--- config.mk ---
export PLATFORM = sky130hd
export DESIGN_NAME = vga_frame_fetch
export DESIGN_NICKNAME = d
export VERILOG_FILES = /design/src/rtl/vga_pkg.sv /design/src/rtl/vga_sync_fifo.sv /design/src/rtl/vga_frame_fetch.sv
export SDC_FILE = /design/constraint.sdc
export NUM_CORES = 1
export LEC_CHECK = 0
export CORE_UTILIZATION = 25
export CTS_BUF_LIST = sky130_fd_sc_hd__clkbuf_4 sky130_fd_sc_hd__clkbuf_8
export DETAILED_ROUTE_END_ITERATION = 12
export PLACE_DENSITY = 0.51
export SYNTH_ARGS = -nofsm -noshare
export SYNTH_HDL_FRONTEND = slang
export SYNTH_SLANG_ARGS = --single-unit
--- constraint.sdc ---
create_clock -name wb_clk_i -period 18.2 [get_ports wb_clk_i]
set_clock_uncertainty 0.2 [all_clocks]
set_input_delay 2.73 -clock wb_clk_i [delete_from_list [all_inputs] [get_ports wb_clk_i]]
set_output_delay 2.73 -clock wb_clk_i [all_outputs]
set_load 0.005 [all_outputs]
--- src/rtl/vga_pkg.sv ---
// Shared types for the VGA frame prefetch engine.
// Fetch FSM states and fixed Wishbone select.
package vga_pkg;

  typedef enum logic [2:0] {
    IDLE,
    REQ,
    GAP,
    DISCARD,
    DONE
  } state_t;

  localparam logic [1:0] WB_SEL_ALL = 2'b11;

endpackage

--- src/rtl/vga_sync_fifo.sv ---
// First-word-fall-through synchronous FIFO.
// Head word is visible on dout while valid.
module vga_sync_fifo #(
  parameter int DW    = 16,
  parameter int DEPTH = 16
) (
  input  logic                     clk,
  input  logic                     rst,
  input  logic                     flush,
  input  logic                     push,
  input  logic                     pop,
  input  logic [DW-1:0]            din,
  output logic [DW-1:0]            dout,
  output logic                     valid,
  output logic [$clog2(DEPTH):0]   count
);

  localparam int PW = $clog2(DEPTH);
  localparam logic [PW:0] FULL = (PW+1)'(DEPTH);

  logic [DW-1:0] mem [DEPTH];
  logic [PW-1:0] wptr;
  logic [PW-1:0] rptr;
  logic [PW:0]   cnt;
  logic          do_pop;

  assign do_pop = pop && (cnt != '0);
  assign dout   = mem[rptr];
  assign valid  = (cnt != '0);
  assign count  = cnt;

  // Storage write; contents need no reset.
  always_ff @(posedge clk) begin
    if (push) mem[wptr] <= din;
  end

  // Pointer and occupancy tracking; flush empties in one cycle.
  always_ff @(posedge clk) begin
    if (rst || flush) begin
      wptr <= '0;
      rptr <= '0;
      cnt  <= '0;
    end else begin
      if (push)   wptr <= wptr + 1'b1;
      if (do_pop) rptr <= rptr + 1'b1;
      unique case ({push, do_pop})
        2'b10:   cnt <= cnt + 1'b1;
        2'b01:   cnt <= cnt - 1'b1;
        default: cnt <= cnt;
      endcase
    end
  end

  a_no_overflow: assert property (
    @(posedge clk) disable iff (rst || flush)
    !(push && !do_pop && cnt == FULL)
  );

endmodule

--- src/rtl/vga_frame_fetch.sv ---
// Frame prefetch: walks line base + stride in video
// RAM as a Wishbone master and buffers words in a FIFO.
module vga_frame_fetch
  import vga_pkg::*;
#(
  parameter int AW    = 17,
  parameter int DW    = 16,
  parameter int DEPTH = 16,
  parameter int BURST = 4,
  parameter int LW    = 10
) (
  input  logic          wb_clk_i,
  input  logic          wb_rst_i,
  input  logic [AW-1:0] start_addr,
  input  logic [AW-1:0] line_stride,
  input  logic [LW-1:0] words_per_line,
  input  logic [LW-1:0] lines_per_frame,
  input  logic          frame_start,
  input  logic          rd_en,
  output logic [DW-1:0] rd_dat,
  output logic          rd_valid,
  output logic          underflow,
  output logic          frame_done,
  output logic [AW-1:0] wbm_adr_o,
  output logic [DW-1:0] wbm_dat_o,
  input  logic [DW-1:0] wbm_dat_i,
  output logic [1:0]    wbm_sel_o,
  output logic          wbm_we_o,
  output logic          wbm_stb_o,
  output logic          wbm_cyc_o,
  input  logic          wbm_ack_i
);

  localparam int CW = $clog2(DEPTH) + 1;
  localparam int RW = 2 * LW;
  localparam int BW = $clog2(BURST + 1);

  state_t        state;
  state_t        state_nx;
  logic [AW-1:0] adr;
  logic [AW-1:0] line_base;
  logic [AW-1:0] next_base;
  logic [AW-1:0] start_q;
  logic [AW-1:0] stride_q;
  logic [LW-1:0] wpl_q;
  logic [LW-1:0] lpf_q;
  logic [LW-1:0] word_cnt;
  logic [LW-1:0] line_cnt;
  logic [RW-1:0] rem;
  logic [RW-1:0] need;
  logic [BW-1:0] burst_cnt;
  logic [CW-1:0] count;
  logic [CW-1:0] free;
  logic          room;
  logic          restart;
  logic          take_ack;
  logic          eol;
  logic          eof;
  logic          burst_end;
  logic          pop;
  logic [AW-1:0] rs_start;
  logic [AW-1:0] rs_stride;
  logic [LW-1:0] rs_wpl;
  logic [LW-1:0] rs_lpf;

  assign wbm_adr_o  = adr;
  assign wbm_dat_o  = '0;
  assign wbm_sel_o  = WB_SEL_ALL;
  assign wbm_we_o   = 1'b0;
  assign wbm_stb_o  = (state == REQ) || (state == DISCARD);
  assign wbm_cyc_o  = wbm_stb_o;
  assign frame_done = (state == IDLE) || (state == DONE);

  assign next_base = line_base + stride_q;
  assign eol       = (LW'(word_cnt + 1'b1) == wpl_q);
  assign eof       = eol && (LW'(line_cnt + 1'b1) == lpf_q);
  assign burst_end = (burst_cnt == BW'(BURST - 1));

  // Issue a burst only when the whole of it is sure to fit.
  assign free = CW'(DEPTH) - count;
  assign need = (rem < RW'(BURST)) ? rem : RW'(BURST);
  assign room = (RW'(free) >= need);

  // A restart from DISCARD reuses geometry captured earlier.
  assign rs_start  = frame_start ? start_addr : start_q;
  assign rs_stride = frame_start ? line_stride : stride_q;
  assign rs_wpl    = (state == DISCARD) ? wpl_q : words_per_line;
  assign rs_lpf    = (state == DISCARD) ? lpf_q : lines_per_frame;

  assign pop = rd_en && rd_valid;

  // Next state and restart/accept decisions.
  always_comb begin
    state_nx = state;
    restart  = 1'b0;
    take_ack = 1'b0;
    unique case (state)
      IDLE, DONE: begin
        if (frame_start) restart = 1'b1;
      end
      GAP: begin
        if (frame_start) restart = 1'b1;
        else if (room)   state_nx = REQ;
      end
      REQ: begin
        if (frame_start) begin
          if (wbm_ack_i) restart  = 1'b1;
          else           state_nx = DISCARD;
        end else if (wbm_ack_i) begin
          take_ack = 1'b1;
          if (eof)                   state_nx = DONE;
          else if (eol || burst_end) state_nx = GAP;
        end
      end
      DISCARD: begin
        if (wbm_ack_i) restart = 1'b1;
      end
      default: state_nx = IDLE;
    endcase
    if (restart) begin
      state_nx = (rs_wpl == '0 || rs_lpf == '0) ? DONE : REQ;
    end
  end

  // State, address walk, counters and sticky underflow.
  always_ff @(posedge wb_clk_i) begin
    if (wb_rst_i) begin
      state     <= IDLE;
      adr       <= '0;
      line_base <= '0;
      start_q   <= '0;
      stride_q  <= '0;
      wpl_q     <= '0;
      lpf_q     <= '0;
      word_cnt  <= '0;
      line_cnt  <= '0;
      rem       <= '0;
      burst_cnt <= '0;
      underflow <= 1'b0;
    end else begin
      state <= state_nx;
      if (restart || state != REQ) burst_cnt <= '0;
      else if (take_ack)           burst_cnt <= burst_cnt + 1'b1;
      if (restart) begin
        adr       <= rs_start;
        line_base <= rs_start;
        stride_q  <= rs_stride;
        wpl_q     <= rs_wpl;
        lpf_q     <= rs_lpf;
        word_cnt  <= '0;
        line_cnt  <= '0;
        rem       <= RW'(rs_wpl) * RW'(rs_lpf);
        underflow <= 1'b0;
      end else begin
        if (frame_start && (state == REQ || state == DISCARD)) begin
          start_q  <= start_addr;
          stride_q <= line_stride;
        end
        if (frame_start && state == REQ) begin
          wpl_q <= words_per_line;
          lpf_q <= lines_per_frame;
        end
        if (take_ack) begin
          rem <= rem - 1'b1;
          if (eol) begin
            line_base <= next_base;
            adr       <= next_base;
            word_cnt  <= '0;
            line_cnt  <= line_cnt + 1'b1;
          end else begin
            adr      <= adr + 1'b1;
            word_cnt <= word_cnt + 1'b1;
          end
        end
        if (rd_en && !rd_valid) underflow <= 1'b1;
      end
    end
  end

  vga_sync_fifo #(
    .DW    (DW),
    .DEPTH (DEPTH)
  ) u_fifo (
    .clk   (wb_clk_i),
    .rst   (wb_rst_i),
    .flush (restart),
    .push  (take_ack),
    .pop   (pop),
    .din   (wbm_dat_i),
    .dout  (rd_dat),
    .valid (rd_valid),
    .count (count)
  );

endmodule

# After elaboration in Yosys (flattened, before gate mapping)
# Memory sizes are Yosys's and may differ from the RTL's. A register that Yosys moved wholly into a read port is not among the register bits.
# Cells that the tools add are included.
dict set report word_totals {
  mem_bits_rw 256
  input_bits 75
  ff_bits 148
  elab_cells 120
  memories 1
}
# memory depth width read_ports rd_clocked_by_memory_dff wr line_no
set memory_table {}
lappend memory_table {u_fifo.mem 16 16 1 1 1 vga_sync_fifo.sv:21} ;# logic [DW-1:0] mem [DEPTH];
dict set report op_classes {
  n_lt_le_gt_ge 2
  bitwise 1
  reduce_logical 31
  mul 1
  mux 41
  n_addsub 11
  n_eq_ne 17
}
# op n
set ops {}
lappend ops {{two-way mux 17 bit} 10}
lappend ops {{two-way mux 10 bit} 7}
lappend ops {{two-way mux 20 bit} 3}
lappend ops {{two-way mux 3 bit} 9}
lappend ops {{adder 10 x 1 -> 10 bit, second input constant} 2}
lappend ops {{equality test 10 bit} 2}
lappend ops {{>= comparator 5 x 20 -> 1 bit} 1}
lappend ops {{zero test 10 bit} 2}
lappend ops {{< comparator 20 x 3 -> 1 bit, second input constant} 1}
lappend ops {{multiplier 10 x 10 -> 20 bit} 1}
lappend ops {{subtractor 20 x 1 -> 20 bit, second input constant} 1}
lappend ops {{adder 17 x 1 -> 17 bit, second input constant} 1}
lappend ops {{adder 17 bit} 1}
lappend ops {{case mux 5 bit (2 select lines)} 1}
lappend ops {{nonzero test 2 bit} 5}
lappend ops {{equality test 3 x 2 -> 1 bit, second input constant} 3}
lappend ops {{case mux 3 bit (3 select lines)} 1}
lappend ops {{adder 4 x 1 -> 4 bit, second input constant} 2}
lappend ops {{two-way mux 4 bit} 2}
lappend ops {{!= test 4 bit, second input constant} 2}
lappend ops {{AND reduction 2 bit} 4}
lappend ops {{two-way mux 1 bit} 7}
lappend ops {{logical AND 1 bit} 6}
lappend ops {{logical OR 1 bit} 6}
lappend ops {{other kinds (21)} 24}

# Logic depth before layout (Yosys ltp)
# Gate-level depths: netlist of run 1.
dict set report logic_depth {
  word_depth 9
  ltp_mapped 28
}

# By module
# Synthesis of run 1 repeated with hierarchy kept, for this count alone.
dict set report hier_totals {
  cells_unflattened 1910
  area_unflattened_um2 22110.0
}
# module cells_each n_inst seq_area_each_um2 area_per_inst_um2
set modules_own_cells {}
lappend modules_own_cells {vga_frame_fetch 1401 1 2702.6 11504.8}
lappend modules_own_cells {vga_sync_fifo 509 1 8027.7 10605.2}

# Worst setup path before layout of run 1
# Ideal clock, no wire load.
dict set report synth_path {
  path_kind {input to register}
  startpoint {input lines_per_frame[6]}
  endpoint {register rem[16]}
  cell_stages 20
  arrival_time_ns 7.686
  slack_ns 10.184
  required_ns 17.870
  cell_sequence {mux2i_1 -> nor2_1 -> fa_1 -> fa_1 -> inv_1 -> fa_1 -> inv_1 -> fa_1 -> inv_1 -> fa_1 -> inv_1 -> ha_1 -> or3_1 -> o21bai_1 -> a31oi_1 -> o21ai_0 -> a21o_1 -> a21oi_1 -> xor2_1 -> o22ai_1}
}
dict set report synth_via {
  elab_chain_cells 3
}
# item line_no
set synth_rtl {}
lappend synth_rtl {{start: declaration} vga_frame_fetch.sv:17} ;# input logic [LW-1:0] lines_per_frame,
lappend synth_rtl {{two-way mux 10 bit} vga_frame_fetch.sv:88} ;# assign rs_lpf = (state == DISCARD) ? lpf_q : lines_per_frame;
lappend synth_rtl {{multiplier 10 x 10 -> 20 bit} vga_frame_fetch.sv:152} ;# rem <= RW'(rs_wpl) * RW'(rs_lpf);
lappend synth_rtl {{two-way mux 20 bit} vga_frame_fetch.sv:144} ;# if (restart) begin
lappend synth_rtl {{end signal: assignment} vga_frame_fetch.sv:152}
lappend synth_rtl {{end signal: assignment} vga_frame_fetch.sv:164} ;# rem <= rem - 1'b1;
lappend synth_rtl {{end: declaration} vga_frame_fetch.sv:49} ;# logic [RW-1:0] rem;
# Every way passes these cells.
# A chain may end at the register's enable or synchronous reset.

# Worst setup path in the final report of run 1
dict set report layout_path {
  startpoint {input lines_per_frame[5]}
  endpoint {register rem[16]}
}
# The elaborated chain is that of the path after synthesis.

==> impl_results.md, run 1 <==
* Status: complete, no violations
* FF-to-FF End: rem[16]
* Die extent in y at roughly 300 um
* Initial core utilization at ~25%
* Gpl congestion at 0.865
* Worst-path clk slew at 0.06 ns
* Final period util at 46.7%
* Pre-CTS WS at between 9 and 10 ns
* Pins Over Slew Limit at 0
* Reg2Reg Depth at 23
* Area of the multi-input gates at 0.0102 mm^2
* Total wire length at ~55 mm
* # port buffers at 112
* Routed len/inst at 17.5 um
* Yosys warnings at 0
* Largest net degree at the start of global routing at 65
* Fraction of layout cells with a size suffix above 1 at about 14%
* Final setup violation count at 0
* RSZ-0062 raised after global routing: no
* Worst R2R Start: state[2]
* CTS Buf Count at 73
* Max Cap Violations at 0
* Async SR Flop Fraction at 0%
* Critical Path AT at 8.80 ns
* Post-CTS Setup Inserts at 0
* Tightest Pin Transition at about 1.3 ns
* Area Overhead vs Synth at 17.8%
* Clock root buffer master: clkbuf_8
* Num ports at approximately 130
* CP Launch Type: input port
* Post-route antenna net violation count at 0
* Worst reg-to-reg setup slack at between 10 and 15 ns
* Detailed Place HPWL at ~37 mm
* Sequential-to-total area share from yosys stat at just under 50%
* FF/Latch Area at around 0.011 mm^2
* Worst hold-check path type: reg -> reg
* Post-route DRC at 0
* Clk buf depth at 3
* Layout Nets at ~2.2k
* # fillers at slightly below 9k
* Detailed Route Iter0 Violations at roughly 780
* Cell Area, Synth at between 0.02 and 0.025 mm^2
* Vias per inst at ~4.6
* H-tree levels at 3
* Distinct cells, synth at 75
* Via count at 14.4k
* Multiplexer share of the synthesized area at roughly an eighth
* Worst slew margin at about 14%
* Top_reg_cell synth: edfxtp_1
* # hold bufs at CTS at 0
* CTS Sinks at between 400 and 500
* Diodes inserted at 0
* Die W at about 300 um
* Met3 Use GR at about 2.5%
* Core area at roughly 0.085 mm^2
* Hold Path Sink: start_q[10]
* Setup CP Type: in -> reg
* Clock Latency Late Sink at between 0.6 and 0.7 ns
* Met2 usage at 21.0%
* Simple-Gate Fraction of Synth Area at 11.5%
* Cells after synthesis at roughly 1.8k
* Yosys reg bits at between 400 and 500
* Setup crit end kind: flip-flop
* Final hold viol count at 0
* Post-synth EDFFs at roughly 260
* Post-Route Setup TNS at 0 ns
* Die ar. at 0.0877 mm^2
* Maximum VDD drop at about 0.047 mV
* Dpl cell area at 0.0240 mm^2
* Worst Slack Setup Final at between 9 and 10 ns
* Grt peak-use layer: met2
* CP max FO at 10
* Vias in the first global route at 14.7k
* Worst hold slack at 0.251 ns
* FP Rows at 107
* Total power at between 2 and 2.5 mW
* Critical Path RT at roughly 19 ns
* Final Instance Area at between 0.02 and 0.03 mm^2
* DR pass1 iterations at 5
* Hold Path Cell Cnt at 2
* Synthesized-area fraction occupied by adder cells at between 10% and 20%
* Post-Synth XOR/XNOR Area at ~3.7%
* Largest family of logic cells by synthesized area: multiplexers
* Total grt overflow at 0
* CTS tree: yes
* First-pass GRT wire length at 85.7 mm
* Pwr Density at between 90 and 100 mW/mm^2
* GR Util All Layers at between 10 and 15%
* P_leak at approximately 9 nW
* Antenna violations before repair at 1
* Max frequency at roughly 120 MHz
* CTS resizes at 0
* Compound-Gate Fraction of Synth Area at roughly 8.3%
* Met1 Use GR at between 10% and 20%
* Syn avg cell area at 11.8 um^2
* Hold Path Origin: start_q[10]
* Clock period minus worst slack at 8.50 ns
final cells by class:
cell class | count | area share [%]
Clock buffer | 104 | 5.05
Clock inverter | 24 | 0.746
Inverter | 79 | 1.16
Multi-Input combinational cell | 1247 | 39.9
Sequential cell | 408 | 42.1
Tap cell | 1144 | 5.62
Timing Repair Buffer | 147 | 5.42
placed cells by master, fill, tap and decap left out, drive strengths merged, types with 64 or more instances in the layout:
cell,count
a21oi,111
clkbuf,104
clkdlybuf4s50,111
dfxtp,152
edfxtp,256
fa,64
ha,93
inv,83
mux4,80
nand2,158
nor2,193
cells by family (layout without fill, tap and decap cells):
group / Yosys count / in the layout
adders and majority gates: 157 / 157
buffers and inverters: 193 / 354
xor gates and xnor gates: 91 / 91
muxes: 151 / 151
DFF: 408 / 408
AOI/OAI and AO/OA: 295 / 295
other: 2 / 21
and+or+nand+nor: 532 / 532
cells in the mapped netlist, types with 38 or more instances:
cell / count / area, um^2
a21oi_1: 111 / 556
edfxtp_1: 256 / 7690
mux2i_1: 60 / 601
dfxtp_1: 152 / 3040
xor2_1: 38 / 333
nor2_1: 192 / 721
mux4_2: 80 / 1800
xnor2_1: 53 / 464
inv_1: 79 / 297
ha_1: 93 / 1160
clkbuf_1: 55 / 206
o21ai_0: 49 / 245
fa_1: 64 / 1280
nand2_1: 157 / 589
flip-flops by register name, summed over array words and instances (netlist names), named ones only:
signal,flops
wpl_q,10
line_base,17
line_cnt,10
stride_q,17
wbm_adr_o,17
lpf_q,10
underflow,1
u_fifo.count,5
u_fifo.wptr,4
u_fifo.mem,256
word_cnt,10
state,3
u_fifo.rptr,4
burst_cnt,3
start_q,17
rem,20
where the power goes:
part           internal (mW)  leakage [nW]  switching, mW
clock                  0.475         0.781          0.396
sequential              1.01          3.54         0.0278
combinational          0.253          4.88          0.315
per-stage QoR:
| step | util (%) | instances |
|---|---|---|
| 2_1_floorplan | - | 1848 |
| 3_3_place_gp | 28.1 | 3025 |
| 3_5_place_dp | 28.1 | 3025 |
| 4_1_cts | 29.8 | 3153 |
| 5_1_grt | 29.8 | 3153 |
| 6_report | 29.8 | 3153 |
worst max path at each step:
stage | slack (ns) | startpoint | depth (start not counted) | to
finish | 9.70 | lines_per_frame[5] | 21 | rem[16]
global route | 9.40 | words_per_line[1] | 21 | rem[16]
floorplan | 10.18 | lines_per_frame[6] | 20 | rem[16]
CTS | 9.76 | words_per_line[1] | 21 | rem[16]
detailed placement | 9.03 | words_per_line[1] | 21 | rem[16]
global placement | 9.16 | words_per_line[1] | 21 | rem[16]
worst max-delay path, cell delays in order:
cell and delay [ns]:
clkdlybuf4s50_1 0.45, mux2i_1 0.73, nor2_1 0.18, fa_1 0.48, fa_1 0.55, inv_1 0.06, fa_1 0.48, inv_1 0.06
fa_1 0.53, inv_1 0.05, fa_1 0.53, inv_1 0.04, ha_1 0.19, or3_1 0.39, o21bai_1 0.18, a31oi_1 0.31
o21ai_0 0.21, a21o_1 0.21, a21oi_1 0.19, xor2_1 0.17, o22ai_1 0.09
routing by layer:
metal / routed length [um] / up-vias
met1: 24500 / 7095
met5: 13 / -
met4: 1680 / 2
li1: - / 6847
met3: 2620 / 102
met2: 26400 / 336
Note: power is estimated with default switching activity, not from simulation.
==> run 2, diff against run 1 <==
clock period = 8.5 ns   (was 18.2 ns; I/O delays follow)
==> run 2 against run 1 <==
Against the previous run:
- routed wire length decreased by 0.31%
- via count up 1.1%
- non-clock buffer count is 4 higher
- critical path type is now reg -> reg
==> impl_results.md, run 2 (synthesis results as in run 1) <==
* Max FFs per register at between 200 and 300
* Post-route DRC at 0
* FP Rows at 107
* Die extent in y at 296 um
* Clk buf depth at 3
* Via count at about 15k
* Worst-path clk slew at 0.06 ns
* Clock root buffer master: clkbuf_8
* Clock period minus worst slack at roughly 7.3 ns
* Final setup violation count at 0
* Total wire length at approximately 55 mm
* Tightest Pin Transition at between 1 and 1.5 ns
* Sw Share at ~30%
* Vias in the first global route at 15.0k
* RSZ-0062 raised after global routing: no
* Layout Nets at 2194
* P_leak at 9.24 nW
* Die W at 296 um
* Pre-CTS WS at approximately 0.76 ns
* Commonest non-fill, non-tap cell in the layout: edfxtp_1
* Pins Over Slew Limit at 0
* Sequential share of power at a little over two fifths
* Fraction of layout cells with a size suffix above 1 at between 10% and 20%
* Setup CP Type: reg -> reg
* CTS resizes at 0
* Worst hold slack at around 0.25 ns
* Final hold viol count at 0
* Biggest cell delay along the critical path at roughly 0.9 ns
* Post-CTS Setup Inserts at 0
* GR Util All Layers at between 10% and 20%
* Logic pwr share at 22.8%
* CTS tree: yes
* Detailed Route Iter0 Violations at between 800 and 900
* Routed len/inst at 17.4 um
* Worst hold-check path type: reg -> reg
* Post-Route Setup TNS at 0 ns
* Crit-path cells: nor2b_1 -> nand2_2 -> mux2i_1 -> nor2_1 -> fa_1 -> fa_1 -> inv_1 -> fa_1 -> inv_1 -> fa_1 -> inv_1 -> fa_1 -> inv_1 -> ha_1 -> or3_1 -> o21bai_1 -> a31oi_1 -> o21ai_0 -> a21o_1 -> a21oi_1 -> xor2_1 -> o22ai_1
* Worst slew margin at between 10% and 20%
* Antenna violations before repair at 1
* Final period util at between 80% and 90%
* Critical Path AT at between 7 and 8 ns
* Post-route antenna net violation count at 0
* Worst Slack Setup Final at ~1.2 ns
* CP max FO at 20
* Slowest CP cell: mux2i_1
* Gpl congestion at ~0.8
* Num ports at 132
* Most used cell, CP: fa_1
* Core area at around 0.085 mm^2
* Max frequency at 137 MHz
* Setup crit end kind: flip-flop
* Most flops, register: u_fifo.mem
* Die ar. at just under 0.09 mm^2
* Status: complete, no violations
* Critical Path RT at around 8.8 ns
* Pwr Density at between 200 and 250 mW/mm^2
* Area Overhead vs Synth at 18.1%
* Clock Latency Late Sink at about 0.67 ns
* Initial core utilization at between 20% and 30%
* Maximum VDD drop at about 0.12 mV
* H-tree levels at 3
* First-pass GRT wire length at 86.1 mm
* P_sw at 1.59 mW
* CTS Buf Count at 75
* DR pass1 iterations at 5
* Max Cap Violations at 0
* CTS Sinks at 408
* Vias per inst at 4.60
* Largest net degree at the start of global routing at between 60 and 70
* # port buffers at around 110
* Most frequent cells in the layout: 256 x edfxtp_1, 192 x nor2_1, 157 x nand2_1
* Internal power at 3.74 mW
* Clock power share at a little over a third
* Detailed Place HPWL at 37.0 mm
* # hold bufs at CTS at 0
* CP Launch Type: flip-flop
* Biggest regs: u_fifo.mem: 256 flops, rem: 20 flops
* Diodes inserted at 0
* Total grt overflow at 0
run 2: area by class of cell:
cell class | instances | area (um^2)
fill | 8820 | 59900
timing repair buffer | 151 | 1410
inverter | 79 | 297
clock inverter | 22 | 166
sequential | 408 | 10700
multi-input combinational | 1247 | 10200
tap | 1144 | 1430
clock buffer | 110 | 1350
run 2: per-layer routing:
metal / routed length (um) / track usage (%)
met1: 24400 / 16.1
met2: 26400 / 21.1
met3: 2640 / 2.62
met4: 1610 / 4.68
met5: 20 / 0
run 2: path summary, 6_finish.rpt:
| check | from | endpoint | slack, ns | cells after the start |
|---|---|---|---|---|
| setup / recovery | state[2] | rem[16] | 1.22 | 22 |
| hold / removal | start_q[7] | start_q[7] | 0.25 | 2 |
| setup reg to reg | state[2] | rem[16] | 1.22 | 22 |
| hold reg to reg | start_q[7] | start_q[7] | 0.25 | 2 |
run 2: power groups by stage:
stage	clock [mW]	combinational (mW)	sequential, mW
5_1_grt	2.06	1.40	2.23
2_1_floorplan	0	0.921	2.24
4_1_cts	1.97	1.23	2.22
6_report	1.89	1.22	2.22
3_3_place_gp	0	1.21	2.26
3_5_place_dp	0	1.21	2.26
run 2: stage by stage:
step | cell area, um^2 | total power [mW] | std cells | utilization [%]
6_report | 25600 | 5.33 | 3161 | 29.9
5_1_grt | 25600 | 5.69 | 3161 | 29.9
4_1_cts | 25600 | 5.42 | 3161 | 29.9
3_5_place_dp | 24000 | 3.48 | 3029 | 28.1
3_3_place_gp | 24000 | 3.47 | 3029 | 28.1
2_1_floorplan | 21700 | 3.16 | 1848 | -
run 2: critical path, delay by kind of cell (launching register included):
| kind | cells | cell delay (ns) |
|---|---|---|
| mux | 1 | 0.90 |
| buf+inv | 4 | 0.22 |
| xor+xnor | 1 | 0.17 |
| compound gates | 6 | 1.26 |
| simple gates | 4 | 1.10 |
| flops | 1 | 0.48 |
| fa+ha+maj | 6 | 2.75 |
==> run 3, diff against run 2 <==
--- a/constraint.sdc
+++ b/constraint.sdc
@@ -3,3 +3,3 @@
 set_input_delay 1.275 -clock wb_clk_i [delete_from_list [all_inputs] [get_ports wb_clk_i]]
 set_output_delay 1.275 -clock wb_clk_i [all_outputs]
-set_load 0.005 [all_outputs]
+set_load 0.1 [all_outputs]
==> run 3 against run 2 <==
Against the previous run:
- routed wire length grew 0.44%
- critical path depth is the same
- cell count shrank 0.28%
- via count shrank 0.50%
- die area is the same
- combinational power grew 9%
- setup slack gained 0.085 ns
- total power grew 2.1%
- maximum frequency grew 1.2%
- core utilization is essentially flat
- clock-buffer cell count shrank 10
- critical path type unchanged
==> impl_results.md, run 3 (synthesis results as in run 1) <==
* Status: complete, no violations
* Num ports at between 100 and 150
* CTS Sinks at about 400
* # hold bufs at CTS at 0
* Vias in the first global route at 14.9k
* Most flops, register: u_fifo.mem
* Maximum VDD drop at approximately 0.12 mV
* Critical Path AT at between 7 and 8 ns
* Setup crit end kind: flip-flop
* Routed len/inst at 17.6 um
* Post-CTS Setup Inserts at 0
* Final hold viol count at 0
* Antenna violations before repair at 1
* Commonest non-fill, non-tap cell in the layout: edfxtp_1
* Worst hold-check path type: reg -> reg
* First-pass GRT wire length at slightly below 90 mm
* Crit-path cells: nor2b_1 -> nand2_2 -> mux2i_1 -> nor2_1 -> fa_1 -> fa_1 -> inv_1 -> fa_1 -> inv_1 -> fa_1 -> inv_1 -> fa_1 -> inv_1 -> ha_1 -> or3_1 -> o21bai_1 -> a31oi_1 -> o21ai_0 -> a21o_1 -> a21oi_1 -> xor2_1 -> o22ai_1
* FF/Latch Area at roughly 0.011 mm^2
* Worst Slack Setup Final at roughly 1.3 ns
* Die ar. at between 0.08 and 0.09 mm^2
* Most frequent cells in the layout: 256 x edfxtp_1, 192 x nor2_1, 157 x nand2_1
* Slowest CP cell: mux2i_1
* Max frequency at ~140 MHz
* Clock root buffer master: clkbuf_8
* Most used cell, CP: fa_1
* CTS tree: yes
* CP max FO at 20
* Largest net degree at the start of global routing at between 60 and 70
* Clock period minus worst slack at roughly 7 ns
* FP Rows at 107
* Critical Path RT at 8.78 ns
* Area Overhead vs Synth at 18.0%
* Pins Over Slew Limit at 0
* # fillers at about 8.7k
* Via count at about 14k
* Worst R2R Start: state[2]
* Vias per inst at roughly 4.6
* Pre-CTS WS at between 0.8 and 0.9 ns
* Max Cap Violations at 0
* Setup CP Type: reg -> reg
* Biggest cell delay along the critical path at 0.91 ns
* Launch point of the worst path: state[2]
* Total wire length at 55.3 mm
* Post-Route Setup TNS at 0 ns
* Detailed Route Iter0 Violations at between 800 and 900
* Clock Latency Late Sink at approximately 0.67 ns
* Max FFs per register at 256
* RSZ-0062 raised after global routing: no
* CTS Buf Count at between 70 and 80
* CP Launch Type: flip-flop
* P_leak at roughly 9.2 nW
* Core area at about 0.085 mm^2
* Pwr Density at ~210 mW/mm^2
* GR Util All Layers at about an eighth
* Worst-path clk slew at 0.06 ns
* Gpl congestion at around 0.8
* Post-route antenna net violation count at 0
* # port buffers at between 100 and 150
* Clk buf depth at 3
* Detailed Place HPWL at 37.1 mm
* Layout Nets at approximately 2.2k
* Die W at 296 um
* Tightest Pin Transition at 1.20 ns
* Die extent in y at roughly 300 um
* Total grt overflow at 0
* DR pass1 iterations at 4
* Initial core utilization at around 25%
* Final period util at 84.7%
* Biggest regs: u_fifo.mem: 256 flops, rem: 20 flops
* Final setup violation count at 0
* H-tree levels at 3
* Post-route DRC at 0
* Hold Path Origin: start_q[7]
* Fraction of layout cells with a size suffix above 1 at approximately 14%
* Worst slew margin at roughly a fifth
* Area of the multi-input gates at between 0.01 and 0.015 mm^2
* CTS resizes at 0
run 3: path summary, 6_finish.rpt:
path                                    to  slack, ns  cells past startpoint
worst max-delay path               rem[16]       1.30                     22
worst min-delay path            start_q[7]       0.25                      2
worst max register to register     rem[16]       1.30                     22
worst min register to register  start_q[7]       0.25                      2
run 3: layer usage:
metal	track usage [%]	share of wire (%)	up-vias
li1	-	-	6858
met1	16.3	45	7191
met2	21.5	48	346
met3	2.44	4.4	77
met4	3.86	2.1	2
met5	0	0.031	-
run 3: power by group:
part | switching [mW] | internal (mW) | leakage [nW]
clock network | 0.852 | 1.04 | 0.782
registers | 0.0593 | 2.16 | 3.54
logic | 0.784 | 0.542 | 4.90
total | 1.70 | 3.74 | 9.22
run 3: layout make-up:
class	instances	share of cell area, %
diodes	1	0.00980
clock buffers	100	4.95
clock inverters	22	0.867
inverters	79	1.16
multi-input cells	1247	39.8
flip-flops and latches	408	42.0
well taps	1144	5.61
repair buffers	151	5.53
run 3: critical path, delay by kind of cell, from the launching register on:
family                   cells  cell delay, ns
AO/OA/AOI/OAI                6            1.22
multiplexers                 1            0.91
buffers and inverters        4            0.21
flip-flops                   1            0.48
AND/OR/NAND/NOR              4            1.10
XOR/XNOR                     1            0.16
adder cells (fa/ha/maj)      6            2.74
run 3: per-stage QoR:
stage / instances / hold slack, ns / utilization, % / power, mW / cell area (um^2)
6_report: 3152 / 0.252 / 29.9 / 5.44 / 25500
2_1_floorplan: 1848 / 0.236 / - / 3.27 / 21700
5_1_grt: 3151 / 0.272 / 29.9 / 5.77 / 25500
3_3_place_gp: 3029 / 0.241 / 28.1 / 3.58 / 24000
4_1_cts: 3151 / 0.255 / 29.9 / 5.52 / 25500
3_5_place_dp: 3029 / 0.247 / 28.1 / 3.59 / 24000
